$ cat config.mk
export PLATFORM = sky130hd
export DESIGN_NAME = id_ex_register
export DESIGN_NICKNAME = d
export VERILOG_FILES = /design/src/rtl/id_ex_register.sv
export SDC_FILE = /design/constraint.sdc
export NUM_CORES = 1
export LEC_CHECK = 0
export BUFFER_PORTS_ARGS = -buffer_cell sky130_fd_sc_hd__buf_2
export CORE_AREA = 2 2 160 162
export CTS_BUF_LIST = sky130_fd_sc_hd__clkbuf_4 sky130_fd_sc_hd__clkbuf_8
export DETAILED_ROUTE_END_ITERATION = 10
export DIE_AREA = 0 0 162 164
export PLACE_DENSITY_LB_ADDON = 0.3
export SETUP_SLACK_MARGIN = 0.15
export SYNTH_ARGS = -nofsm -noshare
export SYNTH_HDL_FRONTEND = slang
export SYNTH_SLANG_ARGS = --single-unit
$ cat constraint.sdc
create_clock -name clk -period 2.1 [get_ports clk]
set_input_delay 0.63 -clock clk [delete_from_list [all_inputs] [get_ports clk]]
set_output_delay 0.63 -clock clk [all_outputs]
set_load 0.005 [all_outputs]
$ cat src/rtl/id_ex_register.sv
// ID/EX pipeline register: carries a decoded instruction into execute, with
// stall (hold), flush (bubble) and a saturating count of inserted bubbles.
module id_ex_register #(
   parameter int DATA_WIDTH     = 32,
   parameter int REG_ADDR_WIDTH = 5
) (
   input  logic                      clk,
   input  logic                      rst_n,
   input  logic                      StallE,
   input  logic                      FlushE,
   input  logic                      ValidD,
   input  logic [DATA_WIDTH-1:0]     RD1D,
   input  logic [DATA_WIDTH-1:0]     RD2D,
   input  logic [DATA_WIDTH-1:0]     ImmExtD,
   input  logic [DATA_WIDTH-1:0]     PCD,
   input  logic [DATA_WIDTH-1:0]     PCPlus4D,
   input  logic [REG_ADDR_WIDTH-1:0] Rs1D,
   input  logic [REG_ADDR_WIDTH-1:0] Rs2D,
   input  logic [REG_ADDR_WIDTH-1:0] RdD,
   input  logic                      RegWriteD,
   input  logic                      MemWriteD,
   input  logic                      JumpD,
   input  logic                      BranchD,
   input  logic                      ALUSrcD,
   input  logic [1:0]                ResultSrcD,
   input  logic [2:0]                ALUControlD,
   output logic [DATA_WIDTH-1:0]     RD1E,
   output logic [DATA_WIDTH-1:0]     RD2E,
   output logic [DATA_WIDTH-1:0]     ImmExtE,
   output logic [DATA_WIDTH-1:0]     PCE,
   output logic [DATA_WIDTH-1:0]     PCPlus4E,
   output logic [REG_ADDR_WIDTH-1:0] Rs1E,
   output logic [REG_ADDR_WIDTH-1:0] Rs2E,
   output logic [REG_ADDR_WIDTH-1:0] RdE,
   output logic                      RegWriteE,
   output logic                      MemWriteE,
   output logic                      JumpE,
   output logic                      BranchE,
   output logic                      ALUSrcE,
   output logic [1:0]                ResultSrcE,
   output logic [2:0]                ALUControlE,
   output logic                      ValidE,
   output logic [31:0]               BubbleCount
);

   logic        bubble;
   logic        load;
   logic [31:0] bubble_count;

   // Flush beats stall; an unstalled edge with no valid decode slot is also a bubble.
   assign bubble = FlushE | (~StallE & ~ValidD);
   assign load   = ~FlushE & ~StallE & ValidD;

   assign BubbleCount = bubble_count;

   always_ff @(posedge clk or negedge rst_n) begin
      if (!rst_n) begin
         RD1E        <= '0;
         RD2E        <= '0;
         ImmExtE     <= '0;
         PCE         <= '0;
         PCPlus4E    <= '0;
         Rs1E        <= '0;
         Rs2E        <= '0;
         RdE         <= '0;
         RegWriteE   <= 1'b0;
         MemWriteE   <= 1'b0;
         JumpE       <= 1'b0;
         BranchE     <= 1'b0;
         ALUSrcE     <= 1'b0;
         ResultSrcE  <= 2'b00;
         ALUControlE <= 3'b000;
         ValidE      <= 1'b0;
      end else if (bubble) begin
         // Register indices are cleared too so forwarding never matches a bubble.
         RD1E        <= '0;
         RD2E        <= '0;
         ImmExtE     <= '0;
         PCE         <= '0;
         PCPlus4E    <= '0;
         Rs1E        <= '0;
         Rs2E        <= '0;
         RdE         <= '0;
         RegWriteE   <= 1'b0;
         MemWriteE   <= 1'b0;
         JumpE       <= 1'b0;
         BranchE     <= 1'b0;
         ALUSrcE     <= 1'b0;
         ResultSrcE  <= 2'b00;
         ALUControlE <= 3'b000;
         ValidE      <= 1'b0;
      end else if (load) begin
         RD1E        <= RD1D;
         RD2E        <= RD2D;
         ImmExtE     <= ImmExtD;
         PCE         <= PCD;
         PCPlus4E    <= PCPlus4D;
         Rs1E        <= Rs1D;
         Rs2E        <= Rs2D;
         RdE         <= RdD;
         RegWriteE   <= RegWriteD;
         MemWriteE   <= MemWriteD;
         JumpE       <= JumpD;
         BranchE     <= BranchD;
         ALUSrcE     <= ALUSrcD;
         ResultSrcE  <= ResultSrcD;
         ALUControlE <= ALUControlD;
         ValidE      <= 1'b1;
      end
   end

   always_ff @(posedge clk or negedge rst_n) begin
      if (!rst_n) begin
         bubble_count <= '0;
      end else if (bubble && (bubble_count != 32'hFFFF_FFFF)) begin
         bubble_count <= bubble_count + 32'd1;
      end
   end

endmodule

Word level (Yosys, flattened, before mapping)
Cells that the tools add are included.
- output and inout port bits: 218
- register bits after elaboration: 218
- logic and storage cells: 60
- equality and inequality tests: 1
- add/subtract/negate cells: 1
- multiplexer cells: 32
- reduce and logical (&&, ||, !) cells: 2
- bitwise operators: 7
- operators by type and width (kind ; count):
    $mux 32 ; 10
    $add 32x1->32 const B ; 1
    $ne 32x32->1 const B ; 1
    $mux 5 ; 6
    $mux 1 ; 12
    $mux 3 ; 2
    $mux 2 ; 2
    $and 1x1->1 ; 3
    $not 1->1 ; 3
    $reduce_bool 2->1 ; 1
    $logic_and 1x1->1 ; 1
    $or 1x1->1 ; 1

Longest topological paths before layout
- depth after elaboration: 5
- depth in mapped cells: 7
- gate-level depth less buffers: 6

Worst setup path before layout
Ideal clock, no wire load.
- path type: in2reg
- start: input port ValidD
- end: register bubble_count[13] (netlist: BubbleCount[13])
- setup time: 0.124 ns
- setup slack: 0.141 ns
- stages: 5
- data arrival time: 1.836 ns
- cell sequence: o21ba_2 -> or4_4 -> a31oi_4 -> nand4_2 -> xnor2_1
- cells in the longest elaborated chain, start to end: 4
- RTL lines (what ; RTL line ; text):
    start, declared ; 11 ; input logic ValidD,
    $not 1->1 ; 51 ; assign bubble = FlushE | (~StallE & ~ValidD);
    $and 1x1->1 ; 51 ;
    $or 1x1->1 ; 51 ;
    $logic_and 1x1->1 ; 115 ; end else if (bubble && (bubble_count != 32'hFFFF_FFFF)) begin
    end signal, assigned ; 116 ; bubble_count <= bubble_count + 32'd1;
    end, declared ; 48 ; logic [31:0] bubble_count;
Every way passes these cells.
A chain may end at the register's enable or synchronous reset.

Worst setup path after layout
- start: register bubble_count[3] (netlist: BubbleCount[3])
- end: output port BubbleCount[3]
- RTL lines (what ; RTL line ; text):
    end, declared ; 43 ; output logic [31:0] BubbleCount
No word-level cell between the ends.

==> flow_summary.json <==
{
  "ioPinCount": 408,
  "ys_types": 36,
  "seq_area_um2": 5460,
  "timing.final.crit_share_pct": 87.7,
  "wl_per_cell_um": 17.1,
  "fin_hold_ws_ns": 0.0474,
  "slew_viol_final": 0,
  "setup_slack_ns": 0.259,
  "synth_compound_area_share_pct": 21.2,
  "cp_slowest_stage_delay_ns": 0.44,
  "vdd_drop_max_uv": 389,
  "path_clk_slew_ns": 0.06,
  "finish.instance_area_um2": 11600,
  "setup_viol": 0,
  "multiInputGateArea_um2": 2430,
  "hpwl_um": 16400,
  "grt_use_total_pct": 16.4,
  "die-area_um2": 26600,
  "finalCriticalPeriod_ns": 1.84,
  "cp_slowest_cell": "dfrtp_2",
  "firstDrtPassIters": 5,
  "required_ns": 1.47,
  "antenna_left": 0,
  "rsz0062_at_grt": "no",
  "cts_tree": "done",
  "grt_max_degree": 86,
  "ys_warn_count": 0,
  "grt_pass1_vias": 6378,
  "core_area_um2": 24800,
  "status": "finished, final reports clean",
  "path_class": "register to primary output",
  "clock.fmax_ghz": 0.543,
  "p_leak_uw": 0.00642,
  "sw_frac_of_total_pct": 24.0,
  "power_frac_seq_pct": 48.2,
  "gp_congestion": 0.813,
  "synth_cells": 558,
  "io_buffers": 407,
  "internal_power_uw": 7240,
  "cap_violations": 0,
  "combPwrFrac_pct": 10.8,
  "powerDensity_nw_per_um2": 820,
  "antenna_found_initial": 1,
  "route.detailed.drc": 0,
  "clock-sinks": 218,
  "htreeDepth": 2,
  "hp-class": "primary input to asynchronous set/reset pin",
  "p_clk_share_pct": 41.0,
  "dp.cells": 1287,
  "synth_simple_gate_area_share_pct": 5.11,
  "cp_cell_sequence": "buf_4 -> buf_2",
  "nFillCells": 2278,
  "path_max_fanout": 5,
  "wl_um": 23200,
  "ys_ff_latch": 218,
  "ys_seq_area_share_pct": 67.8,
  "synth_mux_area_share_pct": 0.389,
  "grt-ovfl-total": 0,
  "syn_nets": 749,
  "rows": 58,
  "startpoint_type": "register",
  "synth_xor_area_share_pct": 3.05,
  "placed_area_um2": 10800,
  "syn_to_final_growth_pct": 44.4,
  "drt-initial-drc-count": 347,
  "worst_setup_path_end_kind": "primary output",
  "skew_ns": 0.0121,
  "synth.avg_cell_area_um2": 14.4,
  "hold_viol_final": 0,
  "die_w_um": 162,
  "grt_pass1_wl_um": 34500,
  "root_buffer": "clkbuf_8",
  "clock_path_buffers": 3,
  "instances_no_fill": 1358,
  "worstPathArrival_ns": 1.21,
  "tightest_slew_ns": 0.429,
  "syn_area_um2": 8050,
  "start_util_pct": 32.4,
  "layout_common_cells": "406 x buf_2, 214 x dfrtp_1, 185 x a22o_1",
  "slew_headroom_pct": 71.4,
  "power_switching_uw": 2290,
  "worstSkewPairLatency_ns": 0.51,
  "synth_top_family_by_area": "compound AO/OA/AOI/OAI gates",
  "place_ws_ns": -0.0802,
  "numCtsBuffers": 37,
  "hold_buffers": 0,
  "postLayoutCoreUtil_pct": 46.8,
  "layout.nets": 1193,
  "via_per_inst": 4.76,
  "die-height_um": 164,
  "drive_gt1_share_pct": 52.0,
  "layout.cells.most_common": "buf_2",
  "synthAdderAreaFrac_pct": 0.155,
  "vias": 6469
}
flip-flops by register name, summed over array words and instances, names as in the netlist, 2 cells and up:
signal,flops
ALUControlE,3
BubbleCount,32
ImmExtE,32
PCE,32
PCPlus4E,32
RD1E,32
RD2E,32
RdE,5
ResultSrcE,2
Rs1E,5
Rs2E,5
cells by family (layout without fill, tap and decap cells):
family / count (synthesis) / in the layout
AND/OR/NAND/NOR: 69 / 69
adder cells (fa/ha/maj): 1 / 1
flip-flops: 218 / 218
XOR/XNOR: 28 / 28
multiplexers: 3 / 3
AO/OA/AOI/OAI: 192 / 192
other: 0 / 1
buffers and inverters: 47 / 516
area by class of cell:
type / count / share of cell area (%)
Clock inverter: 5 / 0.452
Sequential cell: 218 / 47.0
Inverter: 4 / 0.129
Antenna cell: 1 / 0.0215
Timing Repair Buffer: 448 / 21.8
Multi-Input combinational cell: 293 / 20.9
Clock buffer: 59 / 6.18
Tap cell: 330 / 3.55
stage by stage:
stage                     TNS, ns  power [uW]
after floorplan                 0        4980
after global routing            0       10000
final                           0        9530
after global placement     -0.227        5640
after detailed placement   -0.475        5650
after CTS                       0        9630
timing repair:
action                                  4_1_cts  5_1_grt
gates resized for setup                       0        7
endpoints found under the hold margin         0        0
buffers inserted                              0        6
endpoints found under the setup margin        0       21
metal layers:
metal / vias to the layer above / GRT usage, % / part of all wire (%) / wire, um
met5: - / 0 / 0 / 0
met4: 0 / 5.87 / 2.3 / 544
met3: 40 / 5.10 / 8.1 / 1880
met2: 297 / 27.3 / 49 / 11400
met1: 3120 / 20.1 / 40 / 9350
li1: 3012 / - / - / -
Yosys cell counts:
library cell	number	share of area [%]
clkbuf_2	1	0.062
o21ba_2	1	0.12
clkbuf_8	1	0.17
nand4_1	10	0.78
inv_1	4	0.19
nor3_1	4	0.25
nor2_1	13	0.61
clkbuf_1	34	1.6
a21boi_2	1	0.14
mux2i_1	2	0.25
a21oi_1	1	0.062
mux2_2	1	0.14
nand2_1	8	0.37
ha_1	1	0.16
nor4_1	2	0.16
nand4_4	1	0.26
nand2b_1	1	0.078
a22o_1	185	20
or4_4	1	0.14
nor4_4	1	0.26
buf_1	7	0.33
xor2_1	5	0.54
and4_2	1	0.12
and4_1	3	0.33
nand4_2	1	0.16
nor2b_1	1	0.078
a31oi_1	1	0.078
nand3_1	14	0.87
or2_2	1	0.078
xnor2_1	23	2.5
a31oi_4	1	0.26
and3_1	5	0.39
and3_2	2	0.19
a21boi_4	1	0.23
dfrtp_1	218	68
a31oi_2	1	0.16
path summary, 6_finish.rpt:
path	start	end	slack, ns	cells after the start
min	rst_n	RD1E[30]	0.05	1
max reg2reg	BubbleCount[4]	BubbleCount[25]	0.27	5
min in group clk	RD1D[29]	RD1E[29]	0.33	2
max in group asynchronous	rst_n	Rs2E[2]	1.38	2
max	BubbleCount[3]	BubbleCount[3]	0.26	2
min reg2reg	BubbleCount[14]	BubbleCount[14]	0.49	1
power groups by stage:
| stage | clock network [uW] | logic [uW] | registers (uW) |
|---|---|---|---|
| after floorplan | 0 | 324 | 4660 |
| after global placement | 0 | 983 | 4650 |
| after detailed placement | 0 | 990 | 4660 |
| after CTS | 4050 | 991 | 4590 |
| after global routing | 4260 | 1130 | 4620 |
| final | 3910 | 1030 | 4590 |
critical path, delay by kind of cell, from the launching register on:
family	cells	cell delay, ns
buffers and inverters	2	0.27
DFF	1	0.44
(Power assumes the default switching activity.)
